--- src/rtl/layer_input_serializer_pkg.sv ---
// Shared sizing helpers, float-zero constant and the frame-boundary action
// encoding for the layer input serializer and its slot counter.
package layer_input_serializer_pkg;

  function automatic int unsigned word_w(input int unsigned bit_width,
                                         input int unsigned extra_bits);
    return bit_width + extra_bits;
  endfunction

  function automatic int unsigned frame_len(input int unsigned num_unknowns,
                                            input int unsigned num_nonlin);
    return num_unknowns + num_nonlin;
  endfunction

  function automatic int unsigned cnt_w(input int unsigned frame_length);
    return (frame_length <= 1) ? 1 : $clog2(frame_length);
  endfunction

  // All-zero word is float zero with or without the two Flopoco exception bits.
  localparam logic FLOAT_ZERO_BIT = 1'b0;

  typedef enum logic [1:0] {
    ACT_HOLD,
    ACT_PROMOTE,
    ACT_BYPASS,
    ACT_CLEAR
  } active_op_e;

endpackage

--- src/rtl/layer_input_serializer_if.sv ---
// Vector handshake in, serial scaler stream and frame/underrun status out.
interface layer_input_serializer_if
  import layer_input_serializer_pkg::*;
#(
  parameter int unsigned NUM_UNKNOWNS   = 2,
  parameter int unsigned NUM_NONLIN     = 1,
  parameter int unsigned BIT_WIDTH      = 32,
  parameter int unsigned EXTRA_BITS     = 2,
  parameter int unsigned UNDERRUN_CNT_W = 8
) ();
  localparam int unsigned WORD_W    = word_w(BIT_WIDTH, EXTRA_BITS);
  localparam int unsigned FRAME_LEN = frame_len(NUM_UNKNOWNS, NUM_NONLIN);

  logic [WORD_W*FRAME_LEN-1:0] VEC_IN;
  logic                        VEC_VALID;
  logic                        VEC_READY;
  logic [WORD_W-1:0]           SCALER_OUT;
  logic                        SCALER_VALID;
  logic                        FRAME_START;
  logic                        FRAME_LAST;
  logic                        UNDERRUN;
  logic [UNDERRUN_CNT_W-1:0]   UNDERRUN_CNT;

  modport master (
    output VEC_IN, VEC_VALID,
    input  VEC_READY, SCALER_OUT, SCALER_VALID, FRAME_START, FRAME_LAST,
           UNDERRUN, UNDERRUN_CNT
  );

  modport slave (
    input  VEC_IN, VEC_VALID,
    output VEC_READY, SCALER_OUT, SCALER_VALID, FRAME_START, FRAME_LAST,
           UNDERRUN, UNDERRUN_CNT
  );
endinterface

--- src/rtl/layer_input_serializer_frame_slot_counter.sv ---
// Free-running frame slot counter locked to the layer weight-pointer period.
module frame_slot_counter #(
  parameter int unsigned FRAME_LEN = 3,
  parameter int unsigned CNT_W     = 2
) (
  input  logic             clk,
  input  logic             rst,
  output logic [CNT_W-1:0] cnt,
  output logic             frame_start,
  output logic             frame_last,
  output logic             boundary
);
  localparam logic [CNT_W-1:0] LAST = CNT_W'(FRAME_LEN - 1);

  always_ff @(posedge clk) begin
    if (rst)               cnt <= '0;
    else if (cnt == LAST)  cnt <= '0;
    else                   cnt <= cnt + CNT_W'(1);
  end

  assign frame_start = (cnt == '0);
  assign frame_last  = (cnt == LAST);
  // The edge that ends the last slot is where the next frame's owner is chosen.
  assign boundary    = frame_last;
endmodule

--- src/rtl/layer_input_serializer.sv ---
// Parallel-vector to serial INPUT_SCALER stream with ACTIVE/PENDING double
// buffering; flagged zero frames cover gaps since the layer cannot stall.
module layer_input_serializer
  import layer_input_serializer_pkg::*;
#(
  parameter int unsigned NUM_UNKNOWNS   = 2,
  parameter int unsigned NUM_NONLIN     = 1,
  parameter int unsigned BIT_WIDTH      = 32,
  parameter int unsigned EXTRA_BITS     = 2,
  parameter int unsigned UNDERRUN_CNT_W = 8
) (
  input logic                     CLK,
  input logic                     RESET,
  layer_input_serializer_if.slave bus
);
  localparam int unsigned WORD_W    = word_w(BIT_WIDTH, EXTRA_BITS);
  localparam int unsigned FRAME_LEN = frame_len(NUM_UNKNOWNS, NUM_NONLIN);
  localparam int unsigned CNT_W     = cnt_w(FRAME_LEN);

  typedef logic [FRAME_LEN-1:0][WORD_W-1:0] vec_t;

  logic [CNT_W-1:0]          cnt;
  logic                      frame_start;
  logic                      frame_last;
  logic                      boundary;
  vec_t                      active_vec;
  vec_t                      pend_vec;
  logic                      active_vld;
  logic                      pend_vld;
  logic                      started;
  logic [UNDERRUN_CNT_W-1:0] underrun_cnt;
  logic                      xfer;
  logic                      underrun;
  logic                      pend_load;
  active_op_e                active_op;

  frame_slot_counter #(
    .FRAME_LEN (FRAME_LEN),
    .CNT_W     (CNT_W)
  ) u_slot (
    .clk         (CLK),
    .rst         (RESET),
    .cnt         (cnt),
    .frame_start (frame_start),
    .frame_last  (frame_last),
    .boundary    (boundary)
  );

  assign xfer = bus.VEC_VALID & ~pend_vld;

  // PENDING is always drained at a boundary, so a boundary transfer can only
  // happen with PENDING empty and goes straight into ACTIVE.
  always_comb begin
    active_op = ACT_HOLD;
    pend_load = 1'b0;
    if (boundary) begin
      if (pend_vld)  active_op = ACT_PROMOTE;
      else if (xfer) active_op = ACT_BYPASS;
      else           active_op = ACT_CLEAR;
    end else if (xfer) begin
      pend_load = 1'b1;
    end
  end

  always_ff @(posedge CLK) begin
    if (RESET) begin
      active_vld <= 1'b0;
    end else begin
      unique case (active_op)
        ACT_PROMOTE: begin
          active_vec <= pend_vec;
          active_vld <= 1'b1;
        end
        ACT_BYPASS: begin
          active_vec <= vec_t'(bus.VEC_IN);
          active_vld <= 1'b1;
        end
        ACT_CLEAR: active_vld <= 1'b0;
        default: ;
      endcase
    end
  end

  always_ff @(posedge CLK) begin
    if (RESET) begin
      pend_vld <= 1'b0;
    end else if (pend_load) begin
      pend_vec <= vec_t'(bus.VEC_IN);
      pend_vld <= 1'b1;
    end else if (active_op == ACT_PROMOTE) begin
      pend_vld <= 1'b0;
    end
  end

  always_ff @(posedge CLK) begin
    if (RESET)     started <= 1'b0;
    else if (xfer) started <= 1'b1;
  end

  assign underrun = started & frame_start & ~active_vld;

  always_ff @(posedge CLK) begin
    if (RESET)
      underrun_cnt <= '0;
    else if (underrun && (underrun_cnt != '1))
      underrun_cnt <= underrun_cnt + UNDERRUN_CNT_W'(1);
  end

  assign bus.VEC_READY    = ~pend_vld;
  assign bus.SCALER_OUT   = active_vld ? active_vec[cnt] : {WORD_W{FLOAT_ZERO_BIT}};
  assign bus.SCALER_VALID = active_vld;
  assign bus.FRAME_START  = frame_start;
  assign bus.FRAME_LAST   = frame_last;
  assign bus.UNDERRUN     = underrun;
  assign bus.UNDERRUN_CNT = underrun_cnt;
endmodule
--- src/flat_wrapper.sv ---
// flat-port wrapper written by rule: the top's interface ports become plain ports
module layer_input_serializer_flat import layer_input_serializer_pkg::*;
#(
  parameter int unsigned NUM_UNKNOWNS   = 2,
  parameter int unsigned NUM_NONLIN     = 1,
  parameter int unsigned BIT_WIDTH      = 32,
  parameter int unsigned EXTRA_BITS     = 2,
  parameter int unsigned UNDERRUN_CNT_W = 8
)
  (CLK, RESET, bus_VEC_IN, bus_VEC_VALID, bus_VEC_READY, bus_SCALER_OUT, bus_SCALER_VALID, bus_FRAME_START, bus_FRAME_LAST, bus_UNDERRUN, bus_UNDERRUN_CNT);
  layer_input_serializer_if #(.NUM_UNKNOWNS(NUM_UNKNOWNS), .NUM_NONLIN(NUM_NONLIN), .BIT_WIDTH(BIT_WIDTH), .EXTRA_BITS(EXTRA_BITS), .UNDERRUN_CNT_W(UNDERRUN_CNT_W)) bus_i ();
  input logic CLK;
  input logic RESET;
  input wire logic [$bits(bus_i.VEC_IN)-1:0] bus_VEC_IN;
  input wire logic [$bits(bus_i.VEC_VALID)-1:0] bus_VEC_VALID;
  output wire logic [$bits(bus_i.VEC_READY)-1:0] bus_VEC_READY;
  output wire logic [$bits(bus_i.SCALER_OUT)-1:0] bus_SCALER_OUT;
  output wire logic [$bits(bus_i.SCALER_VALID)-1:0] bus_SCALER_VALID;
  output wire logic [$bits(bus_i.FRAME_START)-1:0] bus_FRAME_START;
  output wire logic [$bits(bus_i.FRAME_LAST)-1:0] bus_FRAME_LAST;
  output wire logic [$bits(bus_i.UNDERRUN)-1:0] bus_UNDERRUN;
  output wire logic [$bits(bus_i.UNDERRUN_CNT)-1:0] bus_UNDERRUN_CNT;
  assign bus_i.VEC_IN = bus_VEC_IN;
  assign bus_i.VEC_VALID = bus_VEC_VALID;
  assign bus_VEC_READY = bus_i.VEC_READY;
  assign bus_SCALER_OUT = bus_i.SCALER_OUT;
  assign bus_SCALER_VALID = bus_i.SCALER_VALID;
  assign bus_FRAME_START = bus_i.FRAME_START;
  assign bus_FRAME_LAST = bus_i.FRAME_LAST;
  assign bus_UNDERRUN = bus_i.UNDERRUN;
  assign bus_UNDERRUN_CNT = bus_i.UNDERRUN_CNT;
  layer_input_serializer #(.NUM_UNKNOWNS(NUM_UNKNOWNS), .NUM_NONLIN(NUM_NONLIN), .BIT_WIDTH(BIT_WIDTH), .EXTRA_BITS(EXTRA_BITS), .UNDERRUN_CNT_W(UNDERRUN_CNT_W)) u_core (.CLK(CLK), .RESET(RESET), .bus(bus_i));
endmodule
--- config.mk ---
export PLATFORM = sky130hd
export DESIGN_NAME = layer_input_serializer_flat
export DESIGN_NICKNAME = d
export VERILOG_FILES = /design/src/rtl/layer_input_serializer_pkg.sv /design/src/rtl/layer_input_serializer_if.sv /design/src/rtl/layer_input_serializer_frame_slot_counter.sv /design/src/rtl/layer_input_serializer.sv /design/src/flat_wrapper.sv
export SDC_FILE = /design/constraint.sdc
export NUM_CORES = 1
export LEC_CHECK = 0
export CORE_MARGIN = 8
export CORE_UTILIZATION = 45
export CTS_BUF_LIST = sky130_fd_sc_hd__clkbuf_16
export CTS_CLUSTER_SIZE = 28
export DETAILED_ROUTE_END_ITERATION = 10
export PLACE_DENSITY = 0.72
export SLEW_MARGIN = 0
export SYNTH_ARGS = -nofsm -noshare
export SYNTH_HDL_FRONTEND = slang
export SYNTH_SLANG_ARGS = --single-unit
--- constraint.sdc ---
create_clock -name CLK -period 9.2 [get_ports CLK]
set_input_delay 1.84 -clock CLK [delete_from_list [all_inputs] [get_ports CLK]]
set_output_delay 1.84 -clock CLK [all_outputs]
set_load 0.05 [all_outputs]
-- Word level (Yosys, flattened, before mapping)
Index checks and enable logic that the tools add are counted.
- flip-flop bits (word level): 217
- word-level logic and storage cells: 46
- bits of input ports: 105
- muxes and demuxes: 12
- reduce and logical (&&, ||, !) cells: 9
- equality and inequality tests: 5
- bitwise logic cells: 6
- $add $sub $neg: 2
- $lt $le $gt $ge: 1
- operators with widths (cell ; number):
    case mux 102 bit (2 select lines) ; 1
    binary-select mux 34 bit (select 2 bit) ; 1
    2-to-1 mux 34 bit ; 2
    adder 8 x 1 -> 8 bit (second input constant) ; 1
    inequality test 8 bit (second input constant) ; 1
    equality test 2 bit (second input constant) ; 3
    nonzero test 2 bit ; 3
    2-to-1 mux 1 bit ; 5
    2-to-1 mux 2 bit ; 2
    AND reduction 2 bit ; 2
    OR reduction 2 bit ; 2
    bitwise AND 1 bit ; 3
    less-than comparator 2 x 3 -> 1 bit (second input constant) ; 1
    NOT 1 bit ; 3
    adder 2 x 1 -> 2 bit (second input constant) ; 1
    equality test 2 x 1 -> 1 bit (second input constant) ; 1
    zero test 2 bit ; 1
    case mux 1 bit (2 select lines) ; 1
    logical AND 1 bit ; 1

-- Longest topological paths before layout
Gate-level depths: netlist of run 1.
- depth after elaboration: 8
- depth in mapped cells: 9
- depth with buffers taken out: 7

-- By module
A second synthesis of run 1 with hierarchy kept.
- cell total of the unflattened synthesis: 548
- area, all modules: 9077.5 sq um
- by module, submodules not included (module ; cells each ; area an instance (sq um) ; times used):
    layer_input_serializer ; 539 ; 8974.9 ; 1
    frame_slot_counter ; 9 ; 102.6 ; 1

-- Worst setup path after synthesis of run 1
OpenSTA, ideal clock, no wires.
- path kind: input-to-reg
- start: in RESET
- end: reg u_core.pend_vec[0] in the netlist's numbering, enable pin
- stages: 2
- library setup time: 0.688 ns
- data arrival time: 9.029 ns
- slack: -0.517 ns
- buffers on the path: 1
- path through: clkbuf_1 -> nor3_1
- longest elaborated chain between the ends: 2
- ends and longest elaborated chain (element ; line ; text):
    start: declaration ; flat_wrapper.sv:13 ; input logic RESET;
    NOT 1 bit (no source line) ; n/a ;
    AND reduction 2 bit (no source line) ; n/a ;
    end signal: assignment ; layer_input_serializer.sv:88 ; pend_vec <= vec_t'(bus.VEC_IN);
    end: declaration ; layer_input_serializer.sv:27 ; vec_t pend_vec;
No other way between the ends.
A chain may end at the register's enable or synchronous reset.

-- Worst setup path after layout of run 1
- start: reg u_core.u_slot.cnt[0]
- end: out bus_SCALER_OUT[30]
- longest elaborated chain between the ends: 3
- ends and longest elaborated chain (element ; line ; text):
    start: declaration ; layer_input_serializer_frame_slot_counter.sv:8 ; output logic [CNT_W-1:0] cnt,
    start signal: assignment ; layer_input_serializer_frame_slot_counter.sv:18 ; else cnt <= cnt + CNT_W'(1);
    binary-select mux 34 bit (select 2 bit) ; layer_input_serializer.sv:110 ; assign bus.SCALER_OUT = active_vld ? active_vec[cnt] : {WORD_W{FLOAT_ZERO_BIT}};
    2-to-1 mux 34 bit (implied by the code) ; layer_input_serializer.sv:110 ;
    2-to-1 mux 34 bit ; layer_input_serializer.sv:110 ;
    end: declaration ; flat_wrapper.sv:17 ; output wire logic [$bits(bus_i.SCALER_OUT)-1:0] bus_SCALER_OUT;
No other way between the ends. The select of a mux whose other input is x is not followed.

==> impl_results.md, run 1 <==
- Status: finished, final reports clean
- Post-synthesis cell type count: 35
- R2R Path Start: u_core.u_slot.cnt[0]
- Global route overflow: 0
- Worst R2R End: u_core.active_vec[27]
- Mapped Cells: around 540
- Initial antenna violation count: 0
- Final-report hold violation count: 0
- Post-Synth Adder-Cell Area: 0.00835
- Area grow syn2layout: 27.5%
- Most frequent cell after synthesis: edfxtp_1
- Maximum vdd drop: 0.000152 V
- Post-CTS setup buffer count: 0
- CTS tree: yes
- Synth Warn #: 0
- Largest net degree at the start of global routing: 67
- Critical path endpoint category: output port
- Post-route cell area: 0.0115 sq mm
- IO buf count: roughly 150
- Post-CTS Resized: 0
- Multiplexer area fraction after synthesis: 0.168
- DRT Pass-1 Iters: 4
- Antenna Nets Post-Route: 0
- Simple logic cell fraction of the synthesized area: 0.0598
- Util after Layout: 0.587
- R2R depth: 7
- Max-slew violation count: 0
- Worst-case clock buffer depth: 3
- Setup ws final: a little under 4000 ps
- Syn nets: between 600 and 700
- Die Ht: approximately 160 microns
- Clock root buffer: clkbuf_16
- Hold Path Class: flop to flop
- Final Critical Period: ~5300 ps
- Core area: between 0.015 and 0.02 sq mm
- Vias: 4,981
- Largest family of logic cells by synthesized area: multiplexers
- Die Area: approximately 0.025 sq mm
- Compound-cell area share of the yosys netlist: 0.0302
- Yosys reg bits: 217
- Post-Synth XOR/XNOR Area: 0.00195
- Number of synthesized flops with an enable pin: between 200 and 250
- Vias in the first global route: 5,508
- R2R setup slack: around 5600 ps
- Setup crit start: u_core.u_slot.cnt[0]
- Synthesized cell area: 0.00899 sq mm
- Crit path required time: 7360 ps
- TritonCTS Sinks: around 220
- Dpl cell area: approximately 0.011 sq mm
- Hold buffers post-CTS: 0
- Die width: 157 microns
- First-pass GRT wire length: ~30 mm
- Core Rows: between 50 and 60
- Setup tns final: 0 ps
- CTS buffer count: 22
- DRT iter0 DRCs: approximately 290
- Clock Latency Late Sink: approximately 500 ps
- Register area share after synthesis: 0.710
- WL/cell: around 19 microns
- I/O pins: ~150
- Maximum fanout along the worst path: 37
- Clock transition at the registers of the reported paths: around 60 ps
- Crit path to: bus_SCALER_OUT[30]
- Vias per inst: about 5.1
- Starting density of the core: 0.461
- Share of cells above drive strength 1: 0.223
- Power Dens Cells: approximately 220 mW/mm^2
- Synth top area share: 0.681
- Synth area leader: edfxtp_1
- RSZ-0062 raised after global routing: false
- Crit path launch type: flop
- Top_reg_cell synth: edfxtp_1
- DP Worst Slack: roughly 4300 ps
- Worst-Margin Slew: 903 ps
- Syn avg cell area: 16.6 sq um
- Static Leak: approximately 3.8 nW
- Ys async rst share: 0
- Total wire length: between 15 and 20 mm
- Endpoints failing setup: 0
- WS Path Type: flop to output port
- Total track usage: 0.152
- Arr. time, crit path: around 3500 ps
- Layout net count: a little over 800
- Post-DP HPWL: around 12 mm
- Area contributors post-synth: edfxtp_1 (68%), mux2_2 (13%), mux2i_1 (3.9%)
- Max Freq: around 190 MHz
- Total of max-cap violations: 0
- Setup Skew: roughly 13 ps
- Synth cell count leaders: edfxtp_1 (204), mux2_2 (102), mux2i_1 (35), nand2_1 (35), o21ai_0 (34)
- Slew HR: 0.397
- CTS H-tree lvls: 1
- Antenna diodes: 0
- # DRC: 0
- Routability-driven placement congestion ratio: between 0.7 and 0.8
- Period utilisation layout: 0.577
[per-layer routing]
layer,track usage,share of wire,vias up
met5,0,0,-
met4,0.0308,0.011,0
met3,0.0345,0.058,25
met2,0.258,0.50,136
met1,0.198,0.43,2470
li1,-,-,2350
[cell usage in the layout (no fill, tap or decap), types with 3 or more instances in the layout]
| cell type | count |
|---|---|
| dfxtp_1 | 11 |
| edfxtp_1 | 204 |
| buf_4 | 7 |
| clkbuf_16 | 23 |
| inv_1 | 13 |
| nor2_1 | 7 |
| and2_1 | 33 |
| nand3_1 | 5 |
| clkinv_1 | 3 |
| ha_1 | 5 |
| nand2_1 | 35 |
| nor3_1 | 3 |
| clkdlybuf4s50_1 | 151 |
| clkinv_2 | 5 |
| a21oi_1 | 5 |
| mux2i_1 | 35 |
| mux2_2 | 102 |
| o21ai_0 | 34 |
| and2_2 | 3 |
[flip-flops by register name, indices dropped and copies added (netlist names)]
name	cells
u_core.bus.UNDERRUN_CNT	8
u_core.bus.SCALER_VALID	1
u_core.active_vec	102
u_core.started	1
u_core.pend_vec	102
u_core.pend_vld	1
u_core.u_slot.cnt	2
[report_power, final]
part,internal [mW],leakage (nW),switching (mW)
combinational,0.186,1.45,0.244
clock,0.507,0.368,0.355
sequential,1.18,1.98,0.0306
total,1.87,3.80,0.629
[worst max-delay path: stages (launching register included)]
cell and delay [ps]:
dfxtp_2 850, nor2b_4 890, nand2_1 150, o21ai_0 120
and2_1 160, clkdlybuf4s50_1 800
[per-stage QoR]
step | std cells | total power [mW] | hold WS (ps)
2_1_floorplan | 541 | 1.52 | 460
3_3_place_gp | 937 | 1.66 | 490
3_5_place_dp | 937 | 1.67 | 495
4_1_cts | 977 | 2.53 | 506
5_1_grt | 977 | 2.60 | 548
6_report | 977 | 2.50 | 507
[final cells by class]
cell class | count | area, sq um
fill | 1589 | 8060
sequential | 217 | 6390
multi-input combinational | 290 | 2450
timing repair buffer | 158 | 1560
clock buffer | 23 | 576
tap | 265 | 332
clock inverter | 17 | 126
inverter | 7 | 26.3
[worst min path at each step]
stage | start | end | slack (ps) | depth (start not counted)
after global placement | u_core.started | u_core.started | 490 | 2
after floorplan | u_core.started | u_core.started | 460 | 2
after detailed placement | u_core.started | u_core.started | 500 | 2
final | u_core.started | u_core.started | 510 | 2
after CTS | u_core.started | u_core.started | 510 | 2
after global routing | u_core.pend_vld | u_core.pend_vld | 550 | 2
[logic make-up (layout without fill, tap and decap cells)]
family	count (synthesis)	after routing
AO/OA/AOI/OAI	46	46
buffers and inverters	34	205
multiplexers	138	138
flip-flops	217	217
adder cells (fa/ha/maj)	6	6
AND/OR/NAND/NOR	98	98
XOR/XNOR	2	2
Note: power is estimated with default switching activity, not from simulation.
==> run 2: changes to the inputs <==
Settings changed: PLACE_DENSITY 0.72 to 0.69.
Clock period 9.2 ns to 5.1 ns, I/O delays scaled along.
==> impl_results.md, run 2 (synthesized netlist as in run 1, its figures left out) <==
- # DRC: 0 (unchanged)
- Final-report hold violation count: 0 (unchanged)
- Setup tns final: 0 ps (unchanged)
- Global route overflow: 0 (unchanged)
- Status: finished, final reports clean
- Endpoints failing setup: 0 (unchanged)
- Antenna diodes: 0 (unchanged)
- Clock root buffer: clkbuf_16
- Total wire length: 19.5 mm (+2.9%)
- Clock Latency Late Sink: 490 ps (about the same)
- CTS tree: yes
- DRT iter0 DRCs: 303 (+4.1%)
- Dpl cell area: 0.0108 sq mm (+0.31%)
- Post-DP HPWL: 12.6 mm (+3.3%)
- Worst Hold Slack: 493 ps (-13.9 ps)
- Area grow syn2layout: 27.5% (unchanged)
- Total track usage: 0.160 (+0.00710)
- Routability-driven placement congestion ratio: 0.796 (+2.6%)
- CTS buffer count: 23 (+4.5%)
- Period utilisation layout: 0.802
- First-pass GRT wire length: 30.9 mm (+3.3%)
- Post-CTS setup buffer count: 0 (unchanged)
- I/O pins: 152 (unchanged)
- Crit path launch type: flop
- Static Leak: 3.80 nW (+0.14%)
- Hold Path Class: flop to flop
- Core Rows: 51 (unchanged)
- Power Dens Cells: 390 mW/mm^2 (+79%)
- DP Worst Slack: 1330 ps (-2970 ps)
- Clock transition at the registers of the reported paths: 60 ps (about the same)
- Slew HR: 0.359 (-0.0376)
- Most frequent cells in the layout: edfxtp_1 (204), clkdlybuf4s50_1 (151), mux2_2 (102), mux2i_1 (35), nand2_1 (35)
- Layout net count: 811 (+0.50%)
- DRT Pass-1 Iters: 4 (unchanged)
- Max Freq: around 240 MHz
- Critical path endpoint category: output port
- Setup ws final: 1010 ps (-2880 ps)
- RSZ-0062 raised after global routing: false
- Post-CTS Resized: 0 (unchanged)
- IO buf count: 151 (unchanged)
- Cells after DPL: 940 (+0.32%)
- Util after Layout: 0.587 (unchanged)
- Non-Filler Instances: 979 (+0.20%)
- Vias per inst: 5.16 (+1.2%)
- Die width: 157 microns (unchanged)
- Core area: 0.0195 sq mm (unchanged)
- Die Area: 0.0248 sq mm (unchanged)
- Total of max-cap violations: 0 (unchanged)
- Maximum vdd drop: 0.000235 V (+54%)
- Worst-Margin Slew: 959 ps (+56.3 ps)
- Vias: 5,051 (+1.4%)
- Hold buffers post-CTS: 0 (unchanged)
- Crit path required time: 4080 ps (-3280 ps)
- WS Path Type: flop to output port
- CTS H-tree lvls: 1 (unchanged)
- Die Ht: 157 microns (unchanged)
- Starting density of the core: 0.461 (unchanged)
- Antenna Nets Post-Route: 0 (unchanged)
- Arr. time, crit path: 3070 ps (-400 ps)
- Setup Skew: 8.85 ps (-3.75 ps)
- Vias in the first global route: 5,597 (+1.6%)
- Largest net degree at the start of global routing: 61 (-9.0%)
- Worst-case clock buffer depth: 3 (unchanged)
- TritonCTS Sinks: 217 (unchanged)
- WL/cell: 20.0 microns (+2.6%)
- Most common cell after layout, fill and taps aside: edfxtp_1
- Final Critical Period: 4090 ps
- Max-slew violation count: 0 (unchanged)
- Tot Pwr: 4.47 mW (+79%)
- Post-route cell area: 0.0115 sq mm (unchanged)
- Initial antenna violation count: 0 (unchanged)
- Maximum fanout along the worst path: 33 (-11%)
- Share of cells above drive strength 1: 0.223 (-0.000626)
[run 2: power by group]
group	internal (mW)	switching (mW)
registers	2.13	0.0525
logic	0.340	0.448
clock network	0.862	0.639
total	3.33	1.14
[run 2: cell type report]
cell class / count / area [sq um]
Clock buffer: 23 / 576
Clock inverter: 16 / 92.6
Fill cell: 1578 / 8060
Inverter: 7 / 26.3
Multi-Input combinational cell: 290 / 2450
Sequential cell: 217 / 6390
Tap cell: 265 / 332
Timing Repair Buffer: 161 / 1600
[run 2: critical path: stages (launching register included)]
cell             delay [ps]
dfxtp_2                 490
nor2b_4                 820
nand2_1                 140
o21ai_0                 140
and2_2                  170
clkdlybuf4s50_1         800
[run 2: routing by layer]
metal | vias to the layer above | routed length [microns] | GRT usage | share of wire
met5 | - | 0 | 0 | 0
met4 | 0 | 276 | 0.0354 | 0.014
met3 | 23 | 1220 | 0.0351 | 0.062
met2 | 141 | 9410 | 0.267 | 0.48
met1 | 2531 | 8630 | 0.209 | 0.44
li1 | 2356 | - | - | -
[run 2: final timing paths]
| kind | from | end | slack [ps] | cells after the start |
|---|---|---|---|---|
| setup / recovery | u_core.u_slot.cnt[1] | bus_SCALER_OUT[33] | 1010 | 5 |
| setup reg to reg | u_core.u_slot.cnt[1] | u_core.active_vec[79] | 1600 | 6 |
| hold / removal | u_core.started | u_core.started | 490 | 2 |
| hold reg to reg | u_core.started | u_core.started | 490 | 2 |
==> run 3: changes to the inputs <==
Clock period 5.1 ns to 4 ns, I/O delays scaled along.
==> impl_results.md, run 3 (synthesized netlist as in run 1, its figures left out) <==
- Largest net degree at the start of global routing: 67 (+9.8%)
- Worst-case clock buffer depth: 3 (unchanged)
- # DRC: 0 (unchanged)
- Most frequent cells in the layout: edfxtp_1 (204), clkdlybuf4s50_1 (118), mux2_2 (102), buf_4 (45)
- Post-CTS Resized: 0 (unchanged)
- Maximum fanout along the worst path: 24 (-27%)
- Post-route cell area: 0.0115 sq mm (+0.31%)
- Antenna diodes: 0 (unchanged)
- Slew HR: 0.404 (+0.0451)
- WS Path Type: flop to output port
- DP Worst Slack: 950 ps (-379 ps)
- Crit path required time: 3200 ps (-880 ps)
- Setup ws final: 522 ps (-489 ps)
- Max Freq: about 290 MHz
- Final-report hold violation count: 0 (unchanged)
- Core area: 0.0195 sq mm (unchanged)
- Global route overflow: 0 (unchanged)
- Post-CTS setup buffer count: 0 (unchanged)
- Initial antenna violation count: 0 (unchanged)
- Dpl cell area: 0.0107 sq mm (-0.54%)
- Critical path endpoint category: output port
- Fill count: 1,522 (-3.5%)
- Crit path launch type: flop
- Area grow syn2layout: 27.9%
- Util after Layout: 0.589 (+0.00179)
- CTS H-tree lvls: 1 (unchanged)
- Setup tns final: 0 ps (unchanged)
- Critical Path Max Stage Delay: 900 ps (+80 ps)
- Clock root buffer: clkbuf_16
- Maximum vdd drop: 0.000320 V (+36%)
- RSZ-0062 raised after global routing: false
- Starting density of the core: 0.461 (unchanged)
- Power Dens Cells: 510 mW/mm^2 (+31%)
- Antenna Nets Post-Route: 0 (unchanged)
- CTS buffer count: 24 (+4.3%)
- Total of max-cap violations: 0 (unchanged)
- Core Rows: 51 (unchanged)
- Hold Path Class: flop to flop
- CP max-delay cell: clkdlybuf4s50_1
- CTS tree: yes
- Post-DP HPWL: 13.0 mm (+2.6%)
- Worst-Margin Slew: 894 ps (-65.7 ps)
- Die width: 157 microns (unchanged)
- CP Cell Sequence: ha_1 -> clkdlybuf4s50_1
- Max-slew violation count: 0 (unchanged)
- DRT iter0 DRCs: 257 (-15%)
- Sequential Area: 0.00639 sq mm (about the same)
- Layout net count: 815 (+0.49%)
- Buffer and inverter count on the worst path: 1 (unchanged)
- Die Ht: 157 microns (unchanged)
- Vias in the first global route: 5,432 (-2.9%)
- Vias: 5,101 (+0.99%)
- IO buf count: 151 (unchanged)
- First-pass GRT wire length: 30.4 mm (-1.6%)
- Clock Latency Late Sink: 500 ps (about the same)
- Die Area: 0.0248 sq mm (unchanged)
- Arr. time, crit path: 2680 ps (-390 ps)
- Routability-driven placement congestion ratio: 0.822 (+3.2%)
- Total track usage: 0.157 (-0.00223)
- TritonCTS Sinks: 217 (unchanged)
- Clock transition at the registers of the reported paths: 60 ps (about the same)
- Hold buffers post-CTS: 0 (unchanged)
- Status: finished, final reports clean
- Share of cells above drive strength 1: 0.278 (+0.0557)
- Final Critical Period: around 3500 ps
- Most common cell after layout, fill and taps aside: edfxtp_1
- Cell family with most CP delay: buffers and inverters
- Multi-input gate area: 0.00245 sq mm (unchanged)
- Worst Hold Slack: 499 ps (+6.68 ps)
- Endpoints failing setup: 0 (unchanged)
- Setup Skew: 9.55 ps (+0.698 ps)
- Total wire length: 19.5 mm (about the same)
- Period utilisation layout: 0.870
- DRT Pass-1 Iters: 4 (unchanged)
- I/O pins: 152 (unchanged)
- WL/cell: 19.8 microns (-0.83%)
- Vias per inst: 5.17 (+0.17%)
- Static Leak: 3.93 nW (+3.3%)
-- run 3: cell count changes in the layout (fill, tap and decap cells not counted), sizes merged --
cell	previous run	this run
buf	10	46
inv	13	12
clkdlybuf4s50	151	118
bufinv	1	2
clkbuf	23	25
clkinv	9	12
-- run 3: worst min-delay path: cells and delay by family, from the launching register on --
family | cells | cell delay [ps]
buf+inv | 1 | 60
compound gates | 1 | 50
flops | 1 | 340
-- run 3: where the power goes --
part / total [mW] / switching, mW / leakage (nW) / internal (mW)
Combinational: 0.992 / 0.564 / 1.55 / 0.428
Sequential: 2.79 / 0.0798 / 1.98 / 2.71
Clock: 2.08 / 0.828 / 0.398 / 1.25
-- run 3: final timing paths --
check | start | endpoint | slack, ps | depth (start not counted)
max | u_core.u_slot.cnt[1] | bus_FRAME_LAST | 520 | 2
min | u_core.started | u_core.started | 500 | 2
max reg2reg | u_core.u_slot.cnt[1] | u_core.active_vec[49] | 1270 | 5
min reg2reg | u_core.started | u_core.started | 500 | 2
-- run 3: per-layer routing --
layer / global-route usage / part of all wire / up-vias
li1: - / - / 2376
met1: 0.206 / 0.45 / 2563
met2: 0.266 / 0.50 / 142
met3: 0.0324 / 0.048 / 20
met4: 0.0345 / 0.012 / 0
met5: 0 / 0 / -
-- run 3: cell type report --
cell class | instances | area share
inverter | 7 | 0.00228
sequential | 217 | 0.555
tap | 265 | 0.0288
timing repair buffer | 164 | 0.134
clock inverter | 19 | 0.0119
clock buffer | 25 | 0.0544
multi-input combinational | 290 | 0.213
-- run 3: through the flow --
step	cells	power [mW]
2_1_floorplan	541	3.48
3_3_place_gp	943	3.82
3_5_place_dp	943	3.85
4_1_cts	987	5.95
5_1_grt	987	6.11
6_report	987	5.87
